<file path="src/rtl/count_capture_fifo.sv">
// Extends an incoming counter value with a wrap epoch and logs {epoch, count} words into a FWFT FIFO.
// Define AUTO_CAPTURE_EN to make every wrap pulse also log a word.
module count_capture_fifo #(
  parameter int SIZE    = 4,
  parameter int EPOCH_W = 4,
  parameter int DEPTH   = 4
) (
  input  logic                       clk,
  input  logic                       reset,
  input  logic [SIZE-1:0]            count,
  input  logic                       pulse,
  input  logic                       up_down,
  input  logic                       capture,
  input  logic                       rd_ready,
  input  logic                       clr_ovf,
  output logic                       rd_valid,
  output logic [EPOCH_W+SIZE-1:0]    rd_data,
  output logic [$clog2(DEPTH+1)-1:0] level,
  output logic                       full,
  output logic                       overflow
);

  localparam int W     = EPOCH_W + SIZE;
  localparam int PTR_W = $clog2(DEPTH);
  localparam int LVL_W = $clog2(DEPTH+1);

  localparam logic [LVL_W-1:0] LVL_ONE  = LVL_W'(1);
  localparam logic [LVL_W-1:0] LVL_LAST = LVL_W'(DEPTH-1);
  localparam logic [PTR_W-1:0] PTR_ONE  = PTR_W'(1);
  localparam logic [EPOCH_W-1:0] EPOCH_ONE = EPOCH_W'(1);

  typedef enum logic [1:0] {
    ST_EMPTY   = 2'd0,
    ST_PARTIAL = 2'd1,
    ST_FULL    = 2'd2
  } state_e;

  state_e               state_q, state_d;
  logic [EPOCH_W-1:0]   epoch_q, epoch_d;
  logic [PTR_W-1:0]     wr_ptr_q, wr_ptr_d;
  logic [PTR_W-1:0]     rd_ptr_q, rd_ptr_d;
  logic [LVL_W-1:0]     level_q, level_d;
  logic                 ovf_q, ovf_d;
  logic [W-1:0]         mem_q [DEPTH];
  logic [W-1:0]         mem_d [DEPTH];

  logic wr_req;
  logic pop;
  logic push;
  logic drop;

  // Handshake decode. A full FIFO still accepts a write when the head pops in the same cycle.
  always_comb begin
    // NOTE: every signal driven here gets a default first so no path leaves it unassigned (no latch).
`ifdef AUTO_CAPTURE_EN
    wr_req = capture | pulse;
`else
    wr_req = capture;
`endif
    pop  = rd_valid & rd_ready;
    push = wr_req & (~full | pop);
    drop = wr_req & full & ~pop;
  end

  // Datapath next values. The stored epoch is always the pre-update value.
  always_comb begin
    epoch_d = epoch_q;
    if (pulse) begin
      epoch_d = up_down ? epoch_q + EPOCH_ONE : epoch_q - EPOCH_ONE;
    end

    wr_ptr_d = push ? wr_ptr_q + PTR_ONE : wr_ptr_q;
    rd_ptr_d = pop  ? rd_ptr_q + PTR_ONE : rd_ptr_q;

    level_d = level_q;
    unique case ({push, pop})
      2'b10:   level_d = level_q + LVL_ONE;
      2'b01:   level_d = level_q - LVL_ONE;
      default: level_d = level_q;
    endcase

    // A dropped write outranks a clear in the same cycle.
    ovf_d = ovf_q;
    if (drop) begin
      ovf_d = 1'b1;
    end else if (clr_ovf) begin
      ovf_d = 1'b0;
    end

    mem_d = mem_q;
    if (push) begin
      mem_d[wr_ptr_q] = {epoch_q, count};
    end
  end

  // Next-state logic: occupancy class follows the level counter.
  always_comb begin
    state_d = state_q;
    unique case (state_q)
      ST_EMPTY: begin
        if (push) state_d = ST_PARTIAL;
      end
      ST_PARTIAL: begin
        if (push && !pop && level_q == LVL_LAST) begin
          state_d = ST_FULL;
        end else if (pop && !push && level_q == LVL_ONE) begin
          state_d = ST_EMPTY;
        end
      end
      ST_FULL: begin
        if (pop && !push) state_d = ST_PARTIAL;
      end
      default: state_d = ST_EMPTY;
    endcase
  end

  // Output decode from registered state only.
  always_comb begin
    rd_valid = (state_q != ST_EMPTY);
    full     = (state_q == ST_FULL);
    level    = level_q;
    overflow = ovf_q;
    rd_data  = rd_valid ? mem_q[rd_ptr_q] : '0;
  end

  // NOTE: sequential state uses non-blocking assignments so every flop samples pre-edge values.
  always_ff @(posedge clk) begin
    if (reset) begin
      state_q  <= ST_EMPTY;
      epoch_q  <= '0;
      wr_ptr_q <= '0;
      rd_ptr_q <= '0;
      level_q  <= '0;
      ovf_q    <= 1'b0;
    end else begin
      state_q  <= state_d;
      epoch_q  <= epoch_d;
      wr_ptr_q <= wr_ptr_d;
      rd_ptr_q <= rd_ptr_d;
      level_q  <= level_d;
      ovf_q    <= ovf_d;
    end
  end

  // NOTE: storage is not reset; rd_data is masked while empty, so stale words never escape.
  always_ff @(posedge clk) begin
    mem_q <= mem_d;
  end

endmodule
</file>
<file path="config.mk">
export PLATFORM = sky130hd
export DESIGN_NAME = count_capture_fifo
export DESIGN_NICKNAME = d
export VERILOG_FILES = /design/src/rtl/count_capture_fifo.sv
export SDC_FILE = /design/constraint.sdc
export NUM_CORES = 1
export LEC_CHECK = 0
export CAP_MARGIN = 25
export CORE_ASPECT_RATIO = 1.1
export CORE_MARGIN = 3
export CORE_UTILIZATION = 54
export DETAILED_ROUTE_END_ITERATION = 7
export PLACE_DENSITY_LB_ADDON = 0.1
export SYNTH_ARGS = -nofsm -noshare
export SYNTH_HDL_FRONTEND = slang
export SYNTH_SLANG_ARGS = --single-unit
export TNS_END_PERCENT = 20
</file>
<file path="constraint.sdc">
create_clock -name clk -period 2.2 [get_ports clk]
set_input_delay 0.44 -clock clk [delete_from_list [all_inputs] [get_ports clk]]
set_output_delay 0.44 -clock clk [all_outputs]
set_load 0.005 [all_outputs]
</file>
Yosys cells after proc, flatten, opt, wreduce, memory -nomap -nowiden --
Cells that the tools add are included.
Cells by class: $add $sub $neg 6, magnitude comparators 3, equal/unequal tests 9, multiplexer cells 16, bitwise logic cells 9, reductions and logical operators 12
Operator list (number):
- $bwmux 32 | 1
- $mux 8 | 4
- $bmux 8 s2 | 1
- $demux 8 s2 | 1
- $mux 2 | 4
- $ge 3x3->1 const B | 2
- $not 2->3 | 2
- $pmux 2 s3 | 1
- $pmux 3 s2 | 1
- $reduce_bool 2->1 | 3
- $logic_and 1x1->1 | 5
- $add 2x1->2 const B | 2
- $add 4x1->4 const B | 1
- $and 1x1->1 | 4
- $eq 2x1->1 const B | 2
- $eq 2x2->1 const B | 2
- $mux 4 | 1
- $sub 4x1->4 const B | 1
- $add 3x1->3 const B | 1
- $eq 3x1->1 const B | 1
- $eq 3x2->1 const B | 1
- $lt 3x1->1 const B | 1
- $ne 3x3->1 const B | 1
- $reduce_and 3->1 | 1
- 8 further kinds | 11
Word-level totals: register bits 46

Logic depth before layout (Yosys ltp) --
depth in word-level cells 10, depth in mapped cells 9, gate-level depth less buffers 8

Worst setup path before layout --
OpenSTA, ideal clock, no wires.
path type input to register, start point input port up_down, end point register epoch_q[3], library setup time 121 ps, arrival 1633 ps, required time 2079 ps, path slack 446 ps, stages on the path 6, path buffers 0, cell sequence inv_1 > ha_1 > a21o_1 > a21oi_2 > mux2i_1 > mux2_2
Between the ends: word-level cells in the longest chain between the ends 1
RTL lines:
- start, declared | line 12 | input logic up_down,
- $mux 4 | line 69 | epoch_d = up_down ? epoch_q + EPOCH_ONE : epoch_q - EPOCH_ONE;
- end signal, assigned | line 137 | epoch_q <= epoch_d;
- end, declared | line 39 | logic [EPOCH_W-1:0] epoch_q, epoch_d;
No other way between the ends. A chain may end at the register's enable or synchronous reset.

Worst setup path in the final report --
start point register rd_ptr_q[0], end point output port rd_data[0]
Between the ends: word-level cells in the longest chain between the ends 5
RTL lines:
- start, declared | line 41 | logic [PTR_W-1:0] rd_ptr_q, rd_ptr_d;
- start signal, assigned | line 139 | rd_ptr_q <= rd_ptr_d;
- $not 2->3 (not written as such) | line 123 | rd_data = rd_valid ? mem_q[rd_ptr_q] : '0;
- $bmux 8 s2 | line 123
- $mux 8 (not written as such) (2 in series) | line 123
- $mux 8 | line 123
- end, declared | line 17 | output logic [EPOCH_W+SIZE-1:0] rd_data,
No other way between the ends. The select of a mux whose other input is x is not followed.

==> impl_metrics.py <==
metrics = {
    "timing": {
        "worst_pin_slew_ps": 266,
        "hold_viol_final": 0,
        "slew_headroom_pct": 82.2,
        "setup_slack_ps": 62.4,
        "report.final.slew_viol_count": 0,
        "fin_crit_ps": 2140,
        "max_freq_mhz": 468,
        "fin_crit_sh_pct": 97.2,
        "finClkSkew_ps": 11.8,
        "finalSetupViolations": 0,
        "rsz0062_at_grt": "yes",
    },
    "synthesis": {
        "ys_seq_elements": 46,
        "yosys.area.top_type_share_pct": 46.6,
        "synth_edf_count": 32,
        "ys_types": 31,
        "synth_area_leader_cell": "edfxtp_1",
        "async_flop_share_pct": 0,
        "netlist_area_sq_mm": 0.00206,
        "syn_inst": 147,
        "synth_nets": 171,
        "yosys_warnings": 0,
        "ys_seq_area_share_pct": 60.2,
        "synth_area_per_cell_sq_um": 14.0,
        "synth_flop_cell": "edfxtp_1",
        "netlist_top_cells_area": "edfxtp_1 47%, dfxtp_1 14%, mux4_2 8.7%",
    },
    "placement": {
        "port_buffers": 24,
        "pre_cts_ws_ps": -138,
        "place.gp.congestion": 0.718,
        "dpl.hpwl_um": 2490,
    },
    "global_routing": {
        "track_usage_pct": 17.7,
        "grt_pass1_vias": 1265,
        "antenna_found_initial": 0,
        "met2_usage_pct": 30.3,
        "met3_usage_pct": 5.71,
        "grt-busiest-layer": "met2",
        "overflow": 0,
        "use_met1_pct": 20.4,
        "grt_first_pass_wirelength_um": 5970,
        "grt_max_degree": 15,
    },
    "die": {
        "die_x_um": 64.9,
        "initial_core_util_pct": 59.0,
        "die-area_sq_mm": 0.00460,
        "rows": 22,
        "die_h_um": 70.8,
        "core_area_sq_mm": 0.00350,
        "io_pins": 25,
    },
    "pwr": {
        "leakage_nw": 0.969,
        "irDropWorstVdd_mv": 0.399,
        "power.total_w": 0.00169,
        "power_density_mw_per_mm2": 682,
    },
    "layout": {
        "layout.nets": 211,
        "drive_above_1_share_pct": 22.3,
        "antenna_cells": 0,
        "fillerInstances": 271,
        "areaGrowthSynthToFinish_pct": 20.5,
    },
    "clock_tree": {
        "numClockSinks": 46,
        "clock_path_buffers": 2,
        "clock_latency_ps": 360,
        "cts_root_buf": "clkbuf_4",
        "ctsHoldBuffers": 0,
        "cts_tree": "built",
        "htree_levels": 2,
        "cts_made_buffers": 5,
        "path_clk_slew_ps": 120,
    },
    "route": {
        "dr.pass1.iters": 4,
        "drc_errors": 0,
        "vias_per_cell": 5.04,
        "routed_wl_um": 3470,
        "detail-route-antenna-nets": 0,
        "via_count": 1190,
        "drt_iter0_markers": 49,
        "routedWlPerCell_um": 14.7,
    },
    "critical_path": {
        "cp.arrival_ps": 1700,
        "r2r_cells": 8,
        "r2r_start": "state_q[1]",
        "startpoint": "rd_ptr_q[0]",
        "cp-start-kind": "flop",
        "required_ps": 1760,
        "reg2reg_slack_ps": 340,
        "end_kind": "primary output",
        "cp_max_fo": 3,
        "cp-endpoint": "rd_data[0]",
        "crit_type": "flop to primary output",
        "worstReg2RegEnd": "level[2]",
    },
    "run_status": {
        "status": "complete, no violations",
    },
    "worst_hold_path": {
        "min_path_type": "flop to flop",
        "min_from": "level[2]",
    },
    "job": {
        "cap_violations": 0,
    },
}
-- cells in the final DEF (no fill, tap or decap), types with 5 or more instances in the layout --
cell and instances:
inv_1 10, ha_1 12, dfxtp_1 13, clkbuf_2 5
mux4_2 8, clkdlybuf4s50_1 16, nor2_1 16, buf_4 11
clkbuf_4 5, and2_1 10, edfxtp_1 32
-- report_power, final --
| group | internal [W] | switching (W) |
|---|---|---|
| sequential | 0.000988 | 0.0000374 |
| clock | 0.000126 | 0.000255 |
| combinational | 0.000166 | 0.000123 |
| total | 0.00128 | 0.000415 |
-- synth_stat cells (all sizes together) (3+ instances only) --
cell,count
edfxtp,32
and2,12
a21oi,5
nand2,4
nor2,16
dfxtp,14
buf,4
ha,12
mux2i,3
inv,10
xor2,4
mux4,8
xnor2,3
-- worst min path at each step --
stage / to / slack [ps] / depth (start not counted)
after floorplan: mem_q[15] / 470 / 0
after global placement: level[2] / 480 / 2
after detailed placement: level[2] / 490 / 2
after CTS: level[2] / 510 / 2
after global routing: mem_q[7] / 560 / 0
final: level[2] / 500 / 2
-- per-layer routing --
metal / wire length, um / vias up
met1: 1360 / 556
met4: 55 / 0
li1: - / 601
met2: 1890 / 28
met5: 0 / -
met3: 164 / 5
-- critical path: stages, from the launching register on --
cell and delay [ps]:
dfxtp_2 370, buf_6 120, buf_4 110, mux4_2 480
and2_4 170, clkbuf_2 100
-- flip-flops by register name, indices dropped and copies added, names as in the netlist --
signal,count
wr_ptr_q,2
level,3
state_q,2
overflow,1
rd_ptr_q,2
epoch_q,4
mem_q,32
-- metrics by stage --
stage                     std cells  area [sq um]  TNS, ps  hold slack, ps  utilization [%]
final                           236          2480        0             502             71.1
after global routing            236          2480    -40.0             558             71.1
after CTS                       235          2480     -113             507             70.8
after detailed placement        224          2400     -138             492             68.7
after global placement          224          2400    -43.2             477             68.7
after floorplan                 147          2060        0             475                -
-- area by class of cell --
class / instances / area, sq um / share of cell area (%)
clock inverters: 1 / 7.51 / 0.302
flip-flops and latches: 46 / 1240 / 50.0
repair buffers: 39 / 347 / 13.9
clock buffers: 7 / 45.0 / 1.81
multi-input cells: 85 / 746 / 30.0
inverters: 10 / 37.5 / 1.51
well taps: 48 / 60.1 / 2.42
-- cells by family after synthesis --
group | after synthesis | share of synthesized area, %
flip-flops | 46 | 60.2
AND/OR/NAND/NOR | 41 | 10.1
buffers and inverters | 16 | 3.88
adder cells (fa/ha/maj) | 13 | 8.25
AO/OA/AOI/OAI | 12 | 3.88
multiplexers | 12 | 10.7
XOR/XNOR | 7 | 2.97
-- repair_timing --
| action | 4_1_cts | 5_1_grt |
|---|---|---|
| endpoints found under the setup margin | 8 | 8 |
| setup buffers | 3 | 1 |
| pin swaps | 1 | 1 |
| gates resized for setup | 15 | 14 |
| hold endpoints to repair | 0 | 0 |
No activity file was read; power rests on OpenSTA's default activity.
